$ cat src/rtl/scroll_pkg.sv
// scroll_pkg: character codes, FSM states and default message for char_scroller.
package scroll_pkg;
  typedef enum logic [2:0] {
    CH_D     = 3'd0,
    CH_E     = 3'd1,
    CH_ONE   = 3'd2,
    CH_ZERO  = 3'd3,
    CH_TWO   = 3'd4,
    CH_BLANK = 3'd7
  } char_e;

  typedef enum logic [1:0] {
    ST_PAUSE,
    ST_RUN,
    ST_LOAD
  } state_e;

  localparam int NUM_DISP = 8;

  // Position 0 is the rightmost (lowest) element: "two", "E", "d", then blanks.
  localparam logic [3*NUM_DISP-1:0] DEFAULT_MSG = {
    CH_BLANK, CH_BLANK, CH_BLANK, CH_BLANK, CH_BLANK, CH_D, CH_E, CH_TWO
  };

  function automatic logic [2:0] default_char(int i);
    return (i < NUM_DISP) ? DEFAULT_MSG[3*i +: 3] : CH_BLANK;
  endfunction
endpackage

$ cat src/rtl/tick_gen.sv
// tick_gen: free-running prescaler that pulses tick on its last count while run is high.
module tick_gen #(
  parameter int TICK_CYCLES = 50_000_000
) (
  input  logic clk,
  input  logic rst_n,
  input  logic run,
  input  logic clr,
  output logic tick
);
  localparam int CW = $clog2(TICK_CYCLES);
  localparam logic [CW-1:0] TOP = CW'(TICK_CYCLES - 1);

  logic [CW-1:0] cnt_q, cnt_d;
  logic at_top;

  assign at_top = cnt_q == TOP;
  assign tick   = run & at_top;

  always_comb cnt_d = clr ? '0 : !run ? cnt_q : at_top ? '0 : cnt_q + 1'b1;

  always_ff @(posedge clk or negedge rst_n)
    if (!rst_n) cnt_q <= '0;
    else        cnt_q <= cnt_d;
endmodule

$ cat src/rtl/char_scroller.sv
// char_scroller: rotates a row of 3-bit character codes left/right on a timed tick
// or a manual step, with a message-load handshake.
module char_scroller
  import scroll_pkg::*;
#(
  parameter int NUM_DISP    = scroll_pkg::NUM_DISP,
  parameter int TICK_CYCLES = 50_000_000
) (
  input  logic                  clk,
  input  logic                  rst_n,
  input  logic                  en,
  input  logic                  dir,
  input  logic                  step,
  input  logic                  ld_valid,
  input  logic [3*NUM_DISP-1:0] ld_data,
  output logic                  ld_ready,
  output logic [3*NUM_DISP-1:0] char_vec,
  output logic [2:0]            pos,
  output logic                  wrap
);
  localparam int W = 3 * NUM_DISP;
  localparam logic [2:0] LAST = 3'(NUM_DISP - 1);

  function automatic logic [W-1:0] build_default();
    logic [W-1:0] v;
    for (int i = 0; i < NUM_DISP; i++) v[3*i +: 3] = default_char(i);
    return v;
  endfunction

  localparam logic [W-1:0] DEF_MSG = build_default();

  state_e state_q, state_d;
  logic [W-1:0] chars_q, chars_d;
  logic [2:0] pos_q, pos_d;
  logic wrap_q, wrap_d;
  logic accept, tick, adv, at_edge;

  assign ld_ready = state_q != ST_LOAD;
  assign accept   = ld_valid & ld_ready;
  // A load wins over any tick or step landing on the same edge.
  assign adv      = !accept & (tick | (state_q == ST_PAUSE & step));
  assign at_edge  = dir ? pos_q == 3'd0 : pos_q == LAST;
  assign state_d  = accept ? ST_LOAD : en ? ST_RUN : ST_PAUSE;

  always_comb begin
    chars_d = accept ? ld_data : !adv ? chars_q :
              dir ? {chars_q[2:0], chars_q[W-1:3]} : {chars_q[W-4:0], chars_q[W-1 -: 3]};
    pos_d   = accept ? 3'd0 : !adv ? pos_q :
              dir ? (at_edge ? LAST : pos_q - 3'd1) : (at_edge ? 3'd0 : pos_q + 3'd1);
    wrap_d  = adv & at_edge;
  end

  tick_gen #(.TICK_CYCLES(TICK_CYCLES)) u_tick (
    .clk  (clk),
    .rst_n(rst_n),
    .run  (state_q == ST_RUN),
    .clr  (accept),
    .tick (tick)
  );

  always_ff @(posedge clk or negedge rst_n)
    if (!rst_n) begin
      state_q <= ST_PAUSE;
      chars_q <= DEF_MSG;
      pos_q   <= 3'd0;
      wrap_q  <= 1'b0;
    end else begin
      state_q <= state_d;
      chars_q <= chars_d;
      pos_q   <= pos_d;
      wrap_q  <= wrap_d;
    end

  assign char_vec = chars_q;
  assign pos      = pos_q;
  assign wrap     = wrap_q;
endmodule

$ cat config.mk
export PLATFORM = sky130hd
export DESIGN_NAME = char_scroller
export DESIGN_NICKNAME = d
export VERILOG_FILES = /design/src/rtl/scroll_pkg.sv /design/src/rtl/tick_gen.sv /design/src/rtl/char_scroller.sv
export SDC_FILE = /design/constraint.sdc
export NUM_CORES = 1
export LEC_CHECK = 0
export CELL_PAD_IN_SITES_DETAIL_PLACEMENT = 0
export CELL_PAD_IN_SITES_GLOBAL_PLACEMENT = 1
export CORE_MARGIN = 4
export CORE_UTILIZATION = 41
export CTS_BUF_LIST = sky130_fd_sc_hd__clkbuf_16
export CTS_CLUSTER_SIZE = 12
export DETAILED_ROUTE_END_ITERATION = 8
export GPL_TIMING_DRIVEN = 0
export HOLD_SLACK_MARGIN = 0.03
export MAX_ROUTING_LAYER = met4
export PLACE_DENSITY = 0.92
export REMOVE_ABC_BUFFERS = 1
export SLEW_MARGIN = 10
export SYNTH_ARGS = -nofsm -noshare
export SYNTH_HDL_FRONTEND = slang
export SYNTH_SLANG_ARGS = --single-unit
$ cat constraint.sdc
create_clock -name clk -period 2.8 [get_ports clk]
set_clock_uncertainty 0.2 [all_clocks]
set_input_delay 0.42 -clock clk [delete_from_list [all_inputs] [get_ports clk]]
set_output_delay 0.42 -clock clk [all_outputs]
set_load 0.05 [all_outputs]
# ---- Word-level counts from Yosys, hierarchy flattened
# Index checks and enable logic that the tools add are counted.
dict set report totals {
  ff_bits 56
  wordCells 37
  out_inout_bits 29
  input_bits 30
}
dict set report classes {
  n_eq_ne 4
  bitwise_logic 6
  n_addsub 3
  n_mux 14
  reduce_logical 5
}
# op n
set ops {}
lappend ops {{$mux W26} 3}
lappend ops {{$mux W24} 3}
lappend ops {{$add A26 B1 Y26 const B} 1}
lappend ops {{$eq A26 B26 Y1 const B} 1}
lappend ops {{$mux W3} 5}
lappend ops {{$and A1 B1 Y1} 5}
lappend ops {{$reduce_bool A2 Y1} 2}
lappend ops {{$add A3 B1 Y3 const B} 1}
lappend ops {{$eq A3 B3 Y1 const B} 1}
lappend ops {{$logic_not A3 Y1} 1}
lappend ops {{$sub A3 B1 Y3 const B} 1}
lappend ops {{$eq A2 B1 Y1 const B} 1}
lappend ops {{$logic_not A2 Y1} 1}
lappend ops {{$mux W1} 2}
lappend ops {{$mux W2} 1}
lappend ops {{$ne A2 B2 Y1 const B} 1}
lappend ops {{$logic_not A1 Y1} 1}
lappend ops {{$or A1 B1 Y1} 1}

# ---- Logic depth before layout (Yosys ltp)
# Gate-level depths: netlist (run 1).
dict set report depth {
  word_depth 6
  mapped_depth 8
}

# ---- Hierarchy
# A second synthesis (run 1) with hierarchy kept.
dict set report unflattened {
  hier_cells 349
  area_unflattened_um2 3495.9
}
# mod area_each_um2 cells_each seq_area_each_um2 n_inst
set by_module_without_submodules {}
lappend by_module_without_submodules {char_scroller 1944.4 176 772.0 1}
lappend by_module_without_submodules {tick_gen 1551.5 173 650.6 1}

# ---- Least setup slack after synthesis (run 1)
# OpenSTA, ideal clock, no wires.
dict set report synth_timing {
  path_type {reg-to-reg}
  from {register state_q[0]}
  to {register chars_q[0], in the netlist char_vec[0]}
  synth_period_minus_slack_ns 2.476
  n_path_buf 2
  arrival_time_ns 2.151
  path_stages_with_launch 8
  required_ns 2.475
  path_slack_ns 0.324
  path_cell_list {dfrtp_1 nand2b_1 nand2_1 inv_1 clkbuf_1 clkbuf_1 o21ai_0 mux2_2}
}
dict set report synth_between {
  elab_chain_len 5
  word_cells_on_any_way 11
}
# item line
set synth_lines {}
lappend synth_lines {{start, declared} char_scroller.sv:32} ;# state_e state_q, state_d;
lappend synth_lines {{start signal, assigned} char_scroller.sv:68} ;# state_q <= state_d;
lappend synth_lines {{$ne A2 B2 Y1 (*)} char_scroller.sv:38} ;# assign ld_ready = state_q != ST_LOAD;
lappend synth_lines {{via ld_ready} char_scroller.sv:16} ;# output logic ld_ready,
lappend synth_lines {{$and A1 B1 Y1 (*)} char_scroller.sv:39} ;# assign accept = ld_valid & ld_ready;
lappend synth_lines {{$logic_not A1 Y1} char_scroller.sv:41} ;# assign adv = !accept & (tick | (state_q == ST_PAUSE & step));
lappend synth_lines {{$and A1 B1 Y1} char_scroller.sv:41}
lappend synth_lines {{$reduce_bool A2 Y1 (no line)} -}
lappend synth_lines {{end signal, assigned} char_scroller.sv:69} ;# chars_q <= chars_d;
lappend synth_lines {{end, declared} char_scroller.sv:33} ;# logic [W-1:0] chars_q, chars_d;
# Mark *: on every way through the listed nets, which the timed path passes. The rest lies on a longest branch.
# A chain may end at the register's enable or synchronous reset.

# ---- Worst setup path after layout (run 1)
dict set report layout_timing {
  from {register u_tick.cnt_q[18]}
  to {register pos_q[0], in the netlist pos[0]}
}
dict set report layout_between {
  elab_chain_len 5
}
# item line
set layout_lines {}
lappend layout_lines {{start, declared} tick_gen.sv:14} ;# logic [CW-1:0] cnt_q, cnt_d;
lappend layout_lines {{start signal, assigned} tick_gen.sv:24} ;# else cnt_q <= cnt_d;
lappend layout_lines {{$eq A26 B26 Y1} tick_gen.sv:17} ;# assign at_top = cnt_q == TOP;
lappend layout_lines {{$and A1 B1 Y1} tick_gen.sv:18} ;# assign tick = run & at_top;
lappend layout_lines {{$or A1 B1 Y1} char_scroller.sv:41}
lappend layout_lines {{$and A1 B1 Y1} char_scroller.sv:41}
lappend layout_lines {{$reduce_bool A2 Y1 (no line)} -}
lappend layout_lines {{end signal, assigned} char_scroller.sv:70} ;# pos_q <= pos_d;
lappend layout_lines {{end, declared} char_scroller.sv:34} ;# logic [2:0] pos_q, pos_d;
# Every way passes these cells.

==> results of run 1 <==
Yosys cell counts (3+ instances only):
library cell and number:
sky130_fd_sc_hd__mux2_2 5, sky130_fd_sc_hd__and2_1 4, sky130_fd_sc_hd__nor4_1 5, sky130_fd_sc_hd__mux2_1 20
sky130_fd_sc_hd__nand2_1 42, sky130_fd_sc_hd__dfstp_2 17, sky130_fd_sc_hd__nand2b_1 4, sky130_fd_sc_hd__clkbuf_2 3
sky130_fd_sc_hd__inv_1 6, sky130_fd_sc_hd__dfrtp_1 39, sky130_fd_sc_hd__a21oi_1 13, sky130_fd_sc_hd__ha_1 5
sky130_fd_sc_hd__xor2_1 7, sky130_fd_sc_hd__a211oi_1 3, sky130_fd_sc_hd__nand4_1 8, sky130_fd_sc_hd__o21ai_0 33
sky130_fd_sc_hd__nand3_1 15, sky130_fd_sc_hd__a31oi_1 12, sky130_fd_sc_hd__xnor2_1 3, sky130_fd_sc_hd__nor3_1 7
sky130_fd_sc_hd__buf_1 3, sky130_fd_sc_hd__nor2_1 21, sky130_fd_sc_hd__clkbuf_1 7, sky130_fd_sc_hd__mux2i_1 26
sky130_fd_sc_hd__a41oi_1 4
routing by layer:
metal	global-route usage [%]	vias up
met5	-	-
met4	2.521	0
met3	3.286	4
met2	26.11	63
met1	21.33	1308
li1	-	1356
cells by family (layout without fill, tap and decap cells):
| group | after synthesis | in the layout |
|---|---|---|
| compound gates | 73 | 73 |
| mux | 51 | 51 |
| simple gates | 127 | 127 |
| flops | 56 | 56 |
| fa+ha+maj | 5 | 5 |
| buf+inv | 24 | 74 |
| xor+xnor | 10 | 10 |
layout make-up:
cell class	instances	area share, %
multi-input combinational	266	43.76
sequential	56	34.55
timing repair buffer	60	14.59
tap	102	3.099
clock buffer	5	3.039
inverter	6	0.5469
clock inverter	3	0.4254
critical path, cell delays in order, from the launching register on:
cell and delay, ns:
sky130_fd_sc_hd__dfrtp_1 0.44, sky130_fd_sc_hd__or4_1 0.55, sky130_fd_sc_hd__nor4_1 0.35, sky130_fd_sc_hd__a41oi_1 0.42
sky130_fd_sc_hd__a211o_1 0.39, sky130_fd_sc_hd__a21oi_1 0.13
state kept, by name, summed over array words and instances, names as in the netlist:
signal / flops
u_tick.cnt_q: 26
char_vec: 24
pos: 3
state_q: 2
wrap: 1
power by group through the flow:
stage | logic (mW) | registers [mW] | clock network [mW]
after floorplan | 0.323 | 1.63 | 0
after global placement | 1.17 | 1.19 | 0
after detailed placement | 1.19 | 1.19 | 0
after CTS | 1.19 | 1.18 | 0.632
after global routing | 1.26 | 1.21 | 0.666
final | 1.18 | 1.18 | 0.611
path summary, 6_finish.rpt:
kind                            depth (start not counted)                         start                            to
worst min register to register                          1  u_tick.cnt_q[23]$_DFFE_PN0P_  u_tick.cnt_q[23]$_DFFE_PN0P_
max in group asynchronous                               3                         rst_n      char_vec[13]$_DFFE_PN1P_
worst max-delay path                                    5  u_tick.cnt_q[18]$_DFFE_PN0P_            pos[0]$_DFFE_PN0P_
worst min-delay path                                    1  u_tick.cnt_q[23]$_DFFE_PN0P_  u_tick.cnt_q[23]$_DFFE_PN0P_
min in group asynchronous                               2                         rst_n       char_vec[7]$_DFFE_PN0P_
worst max register to register                          5  u_tick.cnt_q[18]$_DFFE_PN0P_            pos[0]$_DFFE_PN0P_
what timing repair did:
item,in CTS,in global routing
cloned,0,0
setup endpoints to repair,24,6
gates resized for setup,1,1
buffers inserted,0,0
hold buffers,1,0
pin swaps,0,0
endpoints found under the hold margin,19,0
==> results.yml, run 1 <==
critical_path:
  reg2reg_setup_slack_ns: 0.24
  critPathMaxFanout: 7
  crit_arrival_ns: 2.57
  cp_data_required_time_ns: 2.81
  path_class: "flop to flop"
  start_kind: "flop"
  timing.critical_path.to_type: "flop"
place:
  final_replace_weighted_congestion: 0.8378
  placed_area_um2: 3950
  post-place-ws_ns: -0.1926
  dp.cells: 489
  detailedPlacementHpwl_um: 5297
  port_buffers: 58
power_and_ir_drop:
  post-layout-total-power_mw: 2.975
  switching_share_pct: 39.50
  worst_ir_drop_vdd_mv: 0.3291
  p_comb_share_pct: 39.7
  switching_power_mw: 1.175
  cellLeakagePower_nw: 1.681
  p_int_mw: 1.800
  seqPwrFrac_pct: 39.7
  p_per_area_nw_per_um2: 722.4
  clock_power_share_pct: 20.5
timing:
  final_worst_hold_slack_ns: 0.3143
  final.min_clock_period_ns: 2.563
  post-route-period-util_pct: 91.53
  max_clock_freq_mhz: 390.2
  rsz0062_at_grt: "no"
  final_hold_violating_endpoints: 0
  final.setup.tns_ns: 0
  slew_headroom_pct: 39.99
  drv_slew: 0
  post-route-worst-setup-slack_ns: 0.2372
  tightest_slew_ns: 0.8933
  setup_viol: 0
final_layout:
  area_delta_synth_final_pct: 22.98
  area.sequential_um2: 1423
  layout.cells.most_common_list: "56 x sky130_fd_sc_hd__clkdlybuf4s50_1, 42 x sky130_fd_sc_hd__nand2_1, 39 x sky130_fd_sc_hd__dfrtp_1"
  postLayoutCoreUtil_pct: 52.47
  fillerInstances: 721
  layout_commonest_cell: "sky130_fd_sc_hd__clkdlybuf4s50_1"
  stdcell_area_um2: 4118
  multi_input_area_um2: 1802
  layout.nets: 430
  num_antenna_cells: 0
  post_route_cells_drive_above_1_share_pct: 11.11
  post_layout_nonfiller_instances: 498
route:
  routed_wl_met3_um: 364
  drt-vias-per-instance: 5.484
  postRouteAntennaNets: 0
  met2_wire_len_um: 3529
  dr.first_iter.drc_count: 144
  drt_first_pass_iters: 4
  routed_wire_length_per_instance_um: 14.95
  highest_layer: "met4"
  drc: 0
  drt-met1-wl_um: 3515
  finalWirelength_um: 7445
  num_vias: 2731
clock_network:
  clock_tree.buffer_depth: 2
  clk-insertion-delay-late_ns: 0.29
  cts_inserted_buffers: 5
  cts_tree: "built"
  cts_root_buf: "sky130_fd_sc_hd__clkbuf_16"
  cts-htree-levels: 2
  tritoncts_num_sinks: 56
  clock_transition_at_the_registers_of_the_reported_paths_ns: 0.07
yosys:
  synth_compound_area_share_pct: 12.89
  synthXorXnorAreaFrac_pct: 2.616
  yosys.area_share.simple_pct: 19.81
  ys_warn_count: 0
  synth_area_um2: 3348
  postSynth.asyncResetShare_pct: 100.0
  multiplexer_share_of_the_synthesized_area_pct: 16.18
  ys_seq_area_share_pct: 42.49
  main_combinational_cell_family_by_area_after_synthesis: "simple AND/OR/NAND/NOR gates"
  yosys_most_used_dff: "sky130_fd_sc_hd__dfrtp_1"
  ys_types: 50
  synth_seq_cells: 56
  synth-edff-count: 0
  synthCells: 346
  synthesis.area_per_instance_um2: 9.677
  synth.top_cell.area_share_pct: 29.15
  synth_area_leaders: "sky130_fd_sc_hd__dfrtp_1 29%, sky130_fd_sc_hd__dfstp_2 13%, sky130_fd_sc_hd__mux2i_1 7.8%"
  post-synth-top-area-cell: "sky130_fd_sc_hd__dfrtp_1"
  synth_fa_ha_area_share_pct: 1.868
floorplanning:
  fp.dieH_um: 98.37
  floorplan.rows: 32
  initial_core_util_pct: 42.67
  design.die.area_um2: 9676
  design.portCount: 59
  die_span_x_um: 98.37
  floorplan.core_area_um2: 7848
run_status:
  status: "finished clean"
global_route:
  first_pass_grt_wire_length_um: 12860
  antenna_found_initial: 0
  grt_max_degree: 57
  gr-total-overflow: 0
  grt_use_total_pct: 16.10
  grt_pass1_vias: 2641
flow_run:
  drv.max_cap_violation_count: 0
worst_hold_path:
  hp-class: "flop to flop"
(Power assumes the default switching activity.)
==> run 2, diff against run 1 <==
==> constraint.sdc (replaced) <==
create_clock -name clk -period 2.8 [get_ports clk]
set_clock_uncertainty 0.2 [all_clocks]
set_input_delay 0.42 -clock clk [delete_from_list [all_inputs] [get_ports clk]]
set_output_delay 0.42 -clock clk [all_outputs]
set_load 0.005 [all_outputs]
==> results of run 2 <==
The final DEF is identical to that of run 1. Status: finished clean.
Main changes from that run: total power 2.975 mW -> 2.515 mW; worst IR drop on VDD 0.3291 mV -> 0.3271 mV
